--- src/rtl/lane_scan_ctrl.sv ---
// Job sequencer for the 64-lane encoder datapath: LOAD, NUM_ROUNDS scan rounds, OUT, DONE.
// Optional abort input is compiled in when ROUND_CTRL_ABORT_EN is defined.
module lane_scan_ctrl #(
    parameter int NUM_ROUNDS = 24,
    parameter int RND_W      = 5
) (
    input  logic             clk,
    input  logic             rst,
    input  logic             start,
`ifdef ROUND_CTRL_ABORT_EN
    input  logic             abort,
`endif
    input  logic             in_valid,
    output logic             in_ready,
    output logic             lane_wr_en,
    input  logic             cnt_co,
    output logic             counter_rst,
    output logic             inc_counter,
    input  logic             stall,
    output logic             stage_en,
    output logic [RND_W-1:0] round_idx,
    output logic             out_valid,
    input  logic             out_ready,
    output logic             busy,
    output logic             done
);

    typedef enum logic [2:0] {
        ST_IDLE  = 3'd0,
        ST_LOAD  = 3'd1,
        ST_ROUND = 3'd2,
        ST_OUT   = 3'd3,
        ST_DONE  = 3'd4
    } state_t;

    localparam logic [RND_W-1:0] LAST_RND = RND_W'(NUM_ROUNDS - 1);

    state_t           state_r;
    state_t           state_nxt_s;
    logic [RND_W-1:0] round_r;
    logic [RND_W-1:0] round_nxt_s;

    // State and round-number registers.
    always_ff @(posedge clk or negedge rst) begin
        if (!rst) begin
            state_r <= ST_IDLE;
            round_r <= {RND_W{1'b0}};
        end else begin
            state_r <= state_nxt_s;
            round_r <= round_nxt_s;
        end
    end

    // Next-state, round advance and handshake/counter control decode.
    always_comb begin
        state_nxt_s = state_r;
        round_nxt_s = round_r;
        in_ready    = 1'b0;
        lane_wr_en  = 1'b0;
        counter_rst = 1'b0;
        inc_counter = 1'b0;
        stage_en    = 1'b0;
        out_valid   = 1'b0;
        done        = 1'b0;

        case (state_r)
            ST_IDLE: begin
                counter_rst = 1'b1;
                if (start) begin
                    state_nxt_s = ST_LOAD;
                end else begin
                    state_nxt_s = ST_IDLE;
                end
            end
            ST_LOAD: begin
                in_ready = 1'b1;
                if (in_valid) begin
                    lane_wr_en  = 1'b1;
                    inc_counter = 1'b1;
                    if (cnt_co) begin
                        counter_rst = 1'b1;
                        state_nxt_s = ST_ROUND;
                    end else begin
                        state_nxt_s = ST_LOAD;
                    end
                end else begin
                    state_nxt_s = ST_LOAD;
                end
            end
            ST_ROUND: begin
                if (!stall) begin
                    stage_en    = 1'b1;
                    inc_counter = 1'b1;
                    if (cnt_co) begin
                        counter_rst = 1'b1;
                        // Final lane of a round: advance the round or leave for OUT.
                        if (round_r == LAST_RND) begin
                            round_nxt_s = {RND_W{1'b0}};
                            state_nxt_s = ST_OUT;
                        end else begin
                            round_nxt_s = round_r + RND_W'(1);
                            state_nxt_s = ST_ROUND;
                        end
                    end else begin
                        state_nxt_s = ST_ROUND;
                    end
                end else begin
                    state_nxt_s = ST_ROUND;
                end
            end
            ST_OUT: begin
                out_valid = 1'b1;
                if (out_ready) begin
                    inc_counter = 1'b1;
                    if (cnt_co) begin
                        counter_rst = 1'b1;
                        state_nxt_s = ST_DONE;
                    end else begin
                        state_nxt_s = ST_OUT;
                    end
                end else begin
                    state_nxt_s = ST_OUT;
                end
            end
            ST_DONE: begin
                done        = 1'b1;
                counter_rst = 1'b1;
                state_nxt_s = ST_IDLE;
            end
            default: begin
                counter_rst = 1'b1;
                state_nxt_s = ST_IDLE;
                round_nxt_s = {RND_W{1'b0}};
            end
        endcase

`ifdef ROUND_CTRL_ABORT_EN
        // Abort overrides every transition of an active job and suppresses completion.
        if (abort && (state_r != ST_IDLE)) begin
            state_nxt_s = ST_IDLE;
            round_nxt_s = {RND_W{1'b0}};
            counter_rst = 1'b1;
            inc_counter = 1'b0;
            done        = 1'b0;
        end else begin
            state_nxt_s = state_nxt_s;
        end
`endif
    end

    assign round_idx = round_r;
    assign busy      = (state_r != ST_IDLE);

endmodule

--- config.mk ---
export PLATFORM = sky130hd
export DESIGN_NAME = lane_scan_ctrl
export DESIGN_NICKNAME = d
export VERILOG_FILES = /design/src/rtl/lane_scan_ctrl.sv
export SDC_FILE = /design/constraint.sdc
export NUM_CORES = 1
export LEC_CHECK = 0
export BUFFER_PORTS_ARGS = -buffer_cell sky130_fd_sc_hd__buf_2
export CAP_MARGIN = 25
export CORE_UTILIZATION = 43
export CTS_BUF_LIST = sky130_fd_sc_hd__clkbuf_16
export CTS_CLUSTER_SIZE = 24
export DETAILED_ROUTE_END_ITERATION = 10
export MAX_ROUTING_LAYER = met4
export PLACE_DENSITY = 0.74
export SLEW_MARGIN = 20
export SYNTH_ARGS = -nofsm -noshare
export SYNTH_HDL_FRONTEND = slang
export SYNTH_SLANG_ARGS = --single-unit
--- constraint.sdc ---
create_clock -name clk -period 1.1 [get_ports clk]
set_input_delay 0.165 -clock clk [delete_from_list [all_inputs] [get_ports clk]]
set_output_delay 0.165 -clock clk [all_outputs]
set_load 0.05 [all_outputs]
==> results of run 1 <==
==> cell families after synthesis <==
group | after synthesis
AO/OA/AOI/OAI | 16
adder cells (fa/ha/maj) | 1
buffers and inverters | 7
flip-flops | 8
AND/OR/NAND/NOR | 36
==> per-stage QoR <==
| stage | utilization, % | cell area (sq um) | hold WS (ns) |
|---|---|---|---|
| 3_3_place_gp | 73.7 | 958 | 0.0204 |
| 2_1_floorplan | - | 668 | -0.131 |
| 3_5_place_dp | 73.7 | 958 | 0.0249 |
==> cell usage after synthesis, types with 2 or more instances <==
master,instances
nand3_1,5
nand2_1,6
inv_1,2
nand3b_1,3
a211o_1,2
nor3b_1,2
a21oi_1,4
buf_2,4
dfrtp_1,8
nand2b_1,4
o21ai_0,3
nor2_1,6
==> qor.yml, run 1 <==
status: "did not finish"
lastStage: "clock tree synthesis"
tool.error: "[ERROR DPL-0038] Utilization greater than 100%, impossible to legalize"
cts_max_level: 1
avgSynthCellArea_sq_um: 8.85
ys_async_sr_fraction_pct: 100
cts_max_path_buffers: 2
synth_fa_ha_area_share_pct: 2.08
start_util_pct: 46.2
rows: 13
ys_warn_count: 0
synth_top_family_by_area: "simple AND/OR/NAND/NOR gates"
synth-edff-count: 0
synth-simple-area-share_pct: 38.7
yosysTopAreaCellShare_pct: 33.3
synth_xor_xnor_area_share_pct: 0
synth-compound-area-share_pct: 19.5
portBuffers: 19
synth_top_area_cell: "dfrtp_1"
postCtsSetupBuffers: 10
pre_cts_slack_ns: -0.377
ys_ff_latch: 8
ys.flop_type: "dfrtp_1"
netlist_instances: 68
ys_seq_area_share_pct: 33.3
die_y_um: 39.4
dpl.hpwl_um: 1590
synthMuxAreaShare_pct: 0
numCtsBuffers: 3
cts-resized-gates: 64
place_inst: 125
die_w_um: 39.4
place_congestion: 0.848
cts_root_buffer: "clkbuf_16"
yosysUniqueCellTypes: 31
syn_nets: 76
synth_area_sq_um: 602
synthTopCellsByArea: "dfrtp_1, nand2b_1, nand3_1"
ios: 20
postCtsHoldBufs: 1
cts_sinks: 8
==> inputs of run 2 (changes only) <==
CORE_AREA = 2 2 63 65   (was default)
CORE_UTILIZATION = default   (was 43)
CTS_BUF_LIST = default   (was sky130_fd_sc_hd__clkbuf_16)
CTS_CLUSTER_SIZE = default   (was 24)
DIE_AREA = 0 0 65 67   (was default)
MAX_ROUTING_LAYER = default   (was met4)
PLACE_DENSITY = default   (was 0.74)
PLACE_DENSITY_LB_ADDON = 0.15   (was default)
clock period = 1.43 ns   (was 1.1 ns; I/O delays follow)
==> run 2 against run 1 <==
The flow now finishes, with violations (setup timing). Synthesized area unchanged. Synthesized cell count unchanged.
==> qor.yml, run 2 <==
status: "finished, violations left"  # was did not finish
failed_checks: "setup timing"
ios: 20  # unchanged
setup_viol: 6
crit_arrival_ns: 1.35
rsz0062_at_grt: "true"
antennaDiodeCount: 0
cp_max_fo: 6
cts_sinks: 8  # unchanged
p_per_area_nw_per_um2: 2550
worstPathRequired_ns: 1.22
place_congestion: 0.741  # was 0.848
layout_common_cells: "buf_2, buf_6, buf_4, nand2_1, nand3_1"
synth_top_area_cell: "dfrtp_1"  # unchanged
netlist_instances: 68  # unchanged
crit_type: "flip-flop to output pin"
p_leak_uw: 0.000472
fmax_mhz: 641
layout-drive-gt1-share_pct: 58.1
portBuffers: 19  # unchanged
ys_async_sr_fraction_pct: 100  # unchanged
cts_tree: "yes"
routed_wl_um: 2040
clock_latency_ns: 0.23
overflow: 0
drc: 0
track_usage_pct: 9.48
clock_skew_ns: 0.00115
yosysUniqueCellTypes: 31  # unchanged
final_area_sq_um: 1130
ys_warn_count: 0  # unchanged
synthTopCellsByArea: "dfrtp_1, nand2b_1, nand3_1"  # unchanged
path_buf_inv: 2
rows: 22  # was 13
cts_max_path_buffers: 2  # unchanged
synth_most_common_cell: "dfrtp_1"  # unchanged
grt_pass1_wl_um: 3030
numCtsBuffers: 3  # unchanged
clk_pin_slew_ns: 0.05
placed_area_sq_um: 857  # was 958 sq um
hold_violations: 0
min_period_ns: 1.56
largest_register_ffs: 5
synth_common_cells: "dfrtp_1, nand2_1, nor2_1"  # unchanged
hold_path.class: "primary input to flip-flop"
place_inst: 141  # was 125
critPathMaxStageDelay_ns: 0.41
dpl.hpwl_um: 1450  # was 1590 um
ys_ff_latch: 8  # unchanged
ys_seq_area_share_pct: 33.3  # unchanged
area_growth_pct: 87.3
stdcell_count: 153
antenna_found_initial: 0
drt-wirelength-per-cell_um: 13.3
die_y_um: 67  # was 39.4 um
viasPerCell: 4.29
setup-tns-final_ns: -0.527
synth_top_family_by_area: "simple AND/OR/NAND/NOR gates"  # unchanged
vdd_drop_max_mv: 1.18
cts_max_level: 1  # unchanged
ys.flop_type: "dfrtp_1"  # unchanged
synth_xor_xnor_area_share_pct: 0  # unchanged
synthMuxAreaShare_pct: 0  # unchanged
die_area_sq_um: 4360
crit_chain: "buf_6, or3_4, buf_8"
critical-path-top-delay-family: "flip-flops"
tightest_slew_ns: 0.245
grt_max_degree: 11
synth-edff-count: 0  # unchanged
drtIter0Drc: 19
synth_area_sq_um: 602  # unchanged
synth_fa_ha_area_share_pct: 2.08  # unchanged
period_share_pct: 109
via_count: 656
end_kind: "output pin"
maxCapViolations: 0
start_util_pct: 16.7  # was 46.2%
critPathLaunchType: "flip-flop"
first_global_vias: 626
die_w_um: 65  # was 39.4 um
yosysTopAreaCellShare_pct: 33.3  # unchanged
final_nets: 114
cp_slowest_cell: "dfrtp_1"
drtPass1Iterations: 2
power.total_uw: 2870
drv_slew: 0
synth-simple-area-share_pct: 38.7  # unchanged
core-area_sq_um: 3610
postRouteAntennaNets: 0
cts_root_buffer: "clkbuf_8"  # was clkbuf_16
avgSynthCellArea_sq_um: 8.85  # unchanged
setup_slack_ns: -0.130
syn_nets: 76  # unchanged
synth-compound-area-share_pct: 19.5  # unchanged
max_slew_margin_pct: 83.4
==> run 2: cell counts after synthesis <==
No cell type changed its count.
==> run 2: power breakdown <==
part | total [uW] | leakage [uW] | internal, uW | switching [uW]
registers | 460 | 0.0000940 | 325 | 136
logic | 2110 | 0.000355 | 944 | 1170
clock network | 300 | 0.0000228 | 195 | 105
==> run 2: cell families after synthesis <==
kind of cell,count (synthesis)
flip-flops,8
adder cells (fa/ha/maj),1
buffers and inverters,7
AND/OR/NAND/NOR,36
AO/OA/AOI/OAI,16
==> run 2: final cells by class <==
type                            instances  area [sq um]
Clock buffer                            4          45.0
Inverter                                2          10.0
Multi-Input combinational cell         53           465
Tap cell                               48          60.1
Sequential cell                         8           205
Timing Repair Buffer                   38           342
Fill cell                             383          2480
==> run 2: final timing paths <==
check	start	to	slack, ns	depth (start not counted)
min reg2reg	round_idx[1]$_DFFE_PN0P_	round_idx[1]$_DFFE_PN0P_	0.58	1
max in group asynchronous	rst	state_r[1]$_DFF_PN0_	0.86	2
max reg2reg	state_r[0]$_DFF_PN0_	round_idx[3]$_DFFE_PN0P_	0.02	5
max	state_r[0]$_DFF_PN0_	busy	-0.13	3
min	out_ready	state_r[2]$_DFF_PN0_	0.27	3
min in group asynchronous	rst	round_idx[3]$_DFFE_PN0P_	0.37	2
==> run 2: worst reg2reg max path: stages, from the launching register on <==
cell,delay (ns)
dfrtp_1,0.41
buf_12,0.15
buf_4,0.15
nand3b_1,0.19
o311ai_2,0.27
o41ai_2,0.11
==> run 2: per-layer routing <==
layer / part of all wire, % / global-route usage [%]
met3: 3.5 / 2.70
met1: 46 / 12.7
met2: 49 / 14.4
met5: 0 / 0
met4: 1.3 / 3.19
==> run 2: through the flow <==
| stage | hold WS (ns) | util (%) | worst slack (ns) |
|---|---|---|---|
| final | 0.265 | 31.3 | -0.130 |
| after global routing | 0.281 | 31.3 | -0.177 |
| after CTS | 0.261 | 28.2 | -0.132 |
| after detailed placement | 0.0905 | 23.8 | -0.0267 |
| after global placement | 0.0888 | 23.8 | 0.00255 |
| after floorplan | -0.0811 | - | -0.212 |
==> run 2: timing repair <==
action                                  in CTS  in global routing
setup buffers                                2                  5
hold buffers                                 1                  0
endpoints found under the setup margin       8                 11
pin swaps                                    2                  6
gates resized for setup                     24                 18
hold endpoints to repair                     8                  0
No activity file was read; power rests on OpenSTA's default activity.
==> inputs of run 3 (changes only) <==
BUFFER_PORTS_ARGS = default   (was -buffer_cell sky130_fd_sc_hd__buf_2)
DONT_BUFFER_PORTS = 1   (was default)
==> run 3 against run 2 <==
The run still ends with setup timing left. Sequential share of layout area grew 0.51 points. Sequential power hardly changed. Combinational power down 3%. Clock power is 4% lower. Wire length decreased by 9.1%. Non-clock buffer count fell by 5. Critical path type unchanged. Largest power group unchanged.
==> qor.yml, run 3 (synthesized netlist as in run 2, its figures left out) <==
status: "finished, violations left"  # unchanged
failed_checks: "setup timing"  # unchanged
power.total_uw: 2790  # was 2870 uW
largest_register_ffs: 5  # unchanged
worstPathRequired_ns: 1.22  # about the same
grt_max_degree: 11  # unchanged
cp_slowest_cell: "dfrtp_2"  # was dfrtp_1
portBuffers: 0  # was 19
die_w_um: 65  # unchanged
nFillCells: 397  # was 383
crit_type: "flip-flop to output pin"  # unchanged
critical-path-top-delay-family: "flip-flops"  # unchanged
final_area_sq_um: 1100  # was 1130 sq um
drtIter0Drc: 12  # was 19
tightest_slew_ns: 0.398  # was 0.245 ns
hold_violations: 0  # unchanged
min_period_ns: 1.57  # was 1.56 ns
grt_pass1_wl_um: 3060  # was 3030 um
crit_arrival_ns: 1.36  # was 1.35 ns
r2r_end: "round_idx[3]$_DFFE_PN0P_"  # unchanged
overflow: 0  # unchanged
path_buf_inv: 2  # unchanged
min_to: "state_r[0]$_DFF_PN0_"  # was state_r[2]$_DFF_PN0_
dpl.hpwl_um: 1440  # was 1450 um
drt-wirelength-per-cell_um: 12.5  # was 13.3 um
p_per_area_nw_per_um2: 2530  # was 2550 nW/um^2
core-area_sq_um: 3610  # unchanged
numCtsBuffers: 3  # unchanged
clk_pin_slew_ns: 0.04  # was 0.05 ns
crit_chain: "buf_6, or3_4, buf_6"  # was buf_6, or3_4, buf_8
fmax_mhz: 637  # was 641 MHz
drtPass1Iterations: 4  # was 2
track_usage_pct: 9.38  # was 9.48%
ios: 20  # unchanged
rows: 22  # unchanged
layout-drive-gt1-share_pct: 57.0  # was 58.1%
final_common_cell: "buf_4"
antenna_found_initial: 0  # unchanged
rsz0062_at_grt: "true"  # unchanged
cts_max_level: 1  # unchanged
via_count: 633  # was 656
cts_root_buffer: "clkbuf_8"  # unchanged
area_growth_pct: 83.4  # was 87.3%
drv_slew: 0  # unchanged
rr_startpoint: "state_r[0]$_DFF_PN0_"  # unchanged
placed_area_sq_um: 885  # was 857 sq um
setup_slack_ns: -0.140  # was -0.130 ns
clock_latency_ns: 0.23  # about the same
first_global_vias: 653  # was 626
end_kind: "output pin"  # unchanged
viasPerCell: 4.28  # was 4.29
fin_util_pct: 30.6  # was 31.3%
hold_path.class: "primary input to flip-flop"  # unchanged
place_congestion: 0.709  # was 0.741
postRouteAntennaNets: 0  # unchanged
routed_wl_um: 1850  # was 2040 um
die_area_sq_um: 4360  # unchanged
cts_tree: "yes"  # unchanged
antennaDiodeCount: 0  # unchanged
cts_sinks: 8  # unchanged
r2r_slack_ns: 0  # was 0.02 ns
die_y_um: 67  # unchanged
crit_top_cell: "buf_6"
vdd_drop_max_mv: 1.03  # was 1.18 mV
setup-tns-final_ns: -0.754  # was -0.527 ns
layout_common_cells: "buf_4, buf_6, nand2_1, dfrtp_2"  # was buf_2, buf_6, buf_4, nand2_1, nand3_1
period_share_pct: 110  # was 109%
holdWs_ns: 0.135  # was 0.265 ns
setup_viol: 8  # was 6
critPathMaxStageDelay_ns: 0.46  # was 0.41 ns
clock_skew_ns: 0.00274  # was 0.00115 ns
cp_max_fo: 8  # was 6
final_nets: 109  # was 114
drc: 0  # unchanged
cts_max_path_buffers: 2  # unchanged
critPathLaunchType: "flip-flop"  # unchanged
start_util_pct: 16.7  # unchanged
maxCapViolations: 0  # unchanged
hold_depth: 2  # was 3
max_slew_margin_pct: 73.4  # was 83.4%
p_leak_uw: 0.000452  # was 0.000472 uW
cp_num_cells: 3  # unchanged
min_from: "cnt_co"  # was out_ready
rr_worst_depth: 5  # unchanged
run 3: cell types whose count changed in the layout (fill, tap and decap cells not counted), moves of 2 or more:
cell and change:
buf_8 -2, buf_4 +8, nor2_1 +2, buf_2 -11
nor2_4 -2, o21ai_1 -2
run 3: worst max-delay path by stage:
| stage | from | endpoint | slack, ns |
|---|---|---|---|
| floorplan | state_r[2]$_DFF_PN0_ | in_ready | -0.21 |
| global placement | state_r[0]$_DFF_PN0_ | stage_en | -0.002 |
| detailed placement | state_r[0]$_DFF_PN0_ | stage_en | -0.02 |
| CTS | state_r[1]$_DFF_PN0_ | inc_counter | -0.16 |
| global route | state_r[1]$_DFF_PN0_ | busy | -0.18 |
| finish | state_r[1]$_DFF_PN0_ | busy | -0.14 |
run 3: repair_timing:
action | 4_1_cts | 5_1_grt
setup endpoints to repair | 8 | 11
buffers inserted | 5 | 3
pin swaps | 4 | 3
endpoints found under the hold margin | 8 | 0
resized for setup | 20 | 7
hold buffers | 1 | 0
run 3: power by group:
part	switching (uW)	internal, uW	leakage [uW]	total [uW]
registers	132	328	0.0000930	460
logic	1110	931	0.000336	2040
clock network	94.1	194	0.0000228	288
total	1340	1450	0.000452	2790
run 3: worst reg2reg max path: cells and delay by family (launching register included):
family / cells / cell delay (ns)
AOI/OAI and AO/OA: 1 / 0.19
buffers and inverters: 2 / 0.33
DFF: 1 / 0.45
and+or+nand+nor: 2 / 0.37
run 3: layout make-up:
| class | count | area [sq um] | area share [%] |
|---|---|---|---|
| multi-input combinational | 53 | 459 | 41.6 |
| timing repair buffer | 33 | 325 | 29.5 |
| sequential | 8 | 206 | 18.7 |
| tap | 48 | 60.1 | 5.44 |
| clock buffer | 4 | 45.0 | 4.08 |
| inverter | 2 | 7.51 | 0.680 |
run 3: metal layers:
metal	vias to the layer above	global-route usage [%]	wire length (um)
li1	318	-	-
met3	2	2.36	113
met1	298	11.7	854
met2	15	14.2	855
met4	0	6.38	27
met5	-	0	0
run 3: through the flow:
stage	worst slack (ns)	std cells
2_1_floorplan	-0.212	68
3_3_place_gp	-0.00237	135
3_5_place_dp	-0.0233	135
4_1_cts	-0.159	145
5_1_grt	-0.182	148
6_report	-0.140	148
==> inputs of run 4 (changes only) <==
CAP_MARGIN = 10   (was 25)
SETUP_SLACK_MARGIN = 0.3   (was default)
clock period = 1.67 ns   (was 1.43 ns; I/O delays follow)
==> run 4 against run 3 <==
The run now ends clean. Design area down 5.2%. Core utilization is 1.6 points lower. Sequential power shrank 11%. Worst hold slack better by 0.047 ns. Clock skew increased by 0.0022 ns. Die area unchanged. Final cell count fell by 6.1%. Via count is 0.16% lower. Non-clock buffer count shrank 9. Clock power fell by 16%. Worst setup slack improved by 0.24 ns. Critical path type unchanged. Highest routed layer is now met3.
==> qor.yml, run 4 (synthesized netlist as in run 2, its figures left out) <==
status: "finished, final reports clean"  # was finished, violations left
cp_max_fo: 8  # unchanged
cts_root_buffer: "clkbuf_8"  # unchanged
cts_sinks: 8  # unchanged
start_util_pct: 16.7  # unchanged
cts_max_path_buffers: 2  # unchanged
critPathMaxStageDelay_ns: 0.47  # was 0.46 ns
hold_violations: 0  # unchanged
portBuffers: 0  # unchanged
drtIter0Drc: 30  # was 12
cts_max_level: 1  # unchanged
placed_area_sq_um: 860  # was 885 sq um
tightest_slew_ns: 0.393  # was 0.398 ns
end_kind: "output pin"  # unchanged
drt-met1-wl_um: 905  # was 854 um
top_layer: "met3"  # was met4
antennaDiodeCount: 0  # unchanged
final_common_cell: "buf_4"  # unchanged
first_global_vias: 694  # was 653
drv_slew: 0  # unchanged
die_w_um: 65  # unchanged
largest_register_ffs: 5  # unchanged
min_period_ns: 1.57
clock_skew_ns: 0.00496  # was 0.00274 ns
die_area_sq_um: 4360  # unchanged
worstPathRequired_ns: 1.42  # was 1.22 ns
layout_common_cells: "buf_4, buf_6, dfrtp_2, nand2_1"  # was buf_4, buf_6, nand2_1, dfrtp_2
hold_path.class: "primary input to flip-flop"  # unchanged
rsz0062_at_grt: "true"  # unchanged
overflow: 0  # unchanged
cp_slowest_cell: "dfrtp_2"  # unchanged
area_growth_pct: 73.8  # was 83.4%
numCtsBuffers: 3  # unchanged
rows: 22  # unchanged
grt_pass1_wl_um: 3570  # was 3060 um
maxCapViolations: 0  # unchanged
drt-wirelength-per-cell_um: 13.8  # was 12.5 um
final_nets: 100  # was 109
ios: 20  # unchanged
max_slew_margin_pct: 73.7  # was 73.4%
crit_type: "flip-flop to output pin"  # unchanged
dpl.hpwl_um: 1400  # was 1440 um
period_share_pct: 94.1
drtPass1Iterations: 4  # unchanged
setup-tns-final_ns: 0  # was -0.754 ns
die_y_um: 67  # unchanged
via_count: 632  # was 633
postRouteAntennaNets: 0  # unchanged
p_leak_uw: 0.000406  # was 0.000452 uW
cts_tree: "yes"  # unchanged
fmax_mhz: 636
place_congestion: 0.730  # was 0.709
vdd_drop_max_mv: 1.29  # was 1.03 mV
final_area_sq_um: 1050  # was 1100 sq um
clk_pin_slew_ns: 0.04  # about the same
wl_met3_um: 152  # was 113 um
drc: 0  # unchanged
track_usage_pct: 10.9  # was 9.38%
setup_viol: 0  # was 8
holdWs_ns: 0.183  # was 0.135 ns
grt_max_degree: 11  # unchanged
p_per_area_nw_per_um2: 2200  # was 2530 nW/um^2
core-area_sq_um: 3610  # unchanged
layout-drive-gt1-share_pct: 54.9  # was 57.0%
clock_latency_ns: 0.23  # about the same
antenna_found_initial: 0  # unchanged
wl_met2_um: 856  # was 855 um
viasPerCell: 4.55  # was 4.28
routed_wl_um: 1910  # was 1850 um
crit_chain: "buf_6, a311oi_4, buf_12"  # was buf_6, or3_4, buf_6
critPathLaunchType: "flip-flop"  # unchanged
crit_arrival_ns: 1.32  # was 1.36 ns
-- run 4: where the power goes --
| part | switching [uW] | leakage, uW | internal (uW) |
|---|---|---|---|
| sequential | 128 | 0.0000914 | 281 |
| clock | 77.6 | 0.0000228 | 166 |
| combinational | 937 | 0.000292 | 714 |
-- run 4: timing repair --
item,CTS,global route
pin swaps,7,5
setup endpoints to repair,10,13
hold buffers,1,0
hold endpoints to repair,8,0
gates resized for setup,19,2
setup buffers,6,2
cloned,0,0
-- run 4: worst max-delay path, delay by kind of cell (launching register included) --
kind,cells,cell delay [ns]
compound gates,1,0.29
buf+inv,2,0.33
flops,1,0.47
-- run 4: area by class of cell --
| cell class | instances | area (sq um) |
|---|---|---|
| repair buffers | 24 | 263 |
| fillers | 377 | 2560 |
| clock buffers | 4 | 45.0 |
| inverters | 2 | 7.51 |
| multi-input cells | 53 | 463 |
| flip-flops and latches | 8 | 208 |
| well taps | 48 | 60.1 |
-- run 4: path summary, 6_finish.rpt --
kind	from	endpoint	slack [ns]	cells past startpoint
worst min-delay path	cnt_co	round_idx[3]$_DFFE_PN0P_	0.18	2
min in group asynchronous	rst	round_idx[3]$_DFFE_PN0P_	0.38	1
worst max register to register	state_r[2]$_DFF_PN0_	round_idx[0]$_DFFE_PN0P_	0.19	6
max in group asynchronous	rst	state_r[0]$_DFF_PN0_	0.98	1
worst min register to register	round_idx[0]$_DFFE_PN0P_	round_idx[0]$_DFFE_PN0P_	0.60	1
worst max-delay path	state_r[0]$_DFF_PN0_	inc_counter	0.1	3
-- run 4: per-stage QoR --
step / std cells / setup slack [ns] / power, uW / util [%]
final: 139 / 0.0982 / 2300 / 29.0
after floorplan: 68 / 0.0278 / 1410 / -
after global routing: 139 / 0.0463 / 2480 / 29.0
after CTS: 137 / 0.0848 / 2320 / 28.5
after global placement: 126 / 0.156 / 1890 / 23.8
after detailed placement: 126 / 0.119 / 1890 / 23.8
-- run 4: per-layer routing --
layer | vias up | track usage, %
li1 | 298 | -
met1 | 308 | 15.0
met2 | 26 | 15.9
met3 | 0 | 2.20
met4 | 0 | 5.59
met5 | - | 0
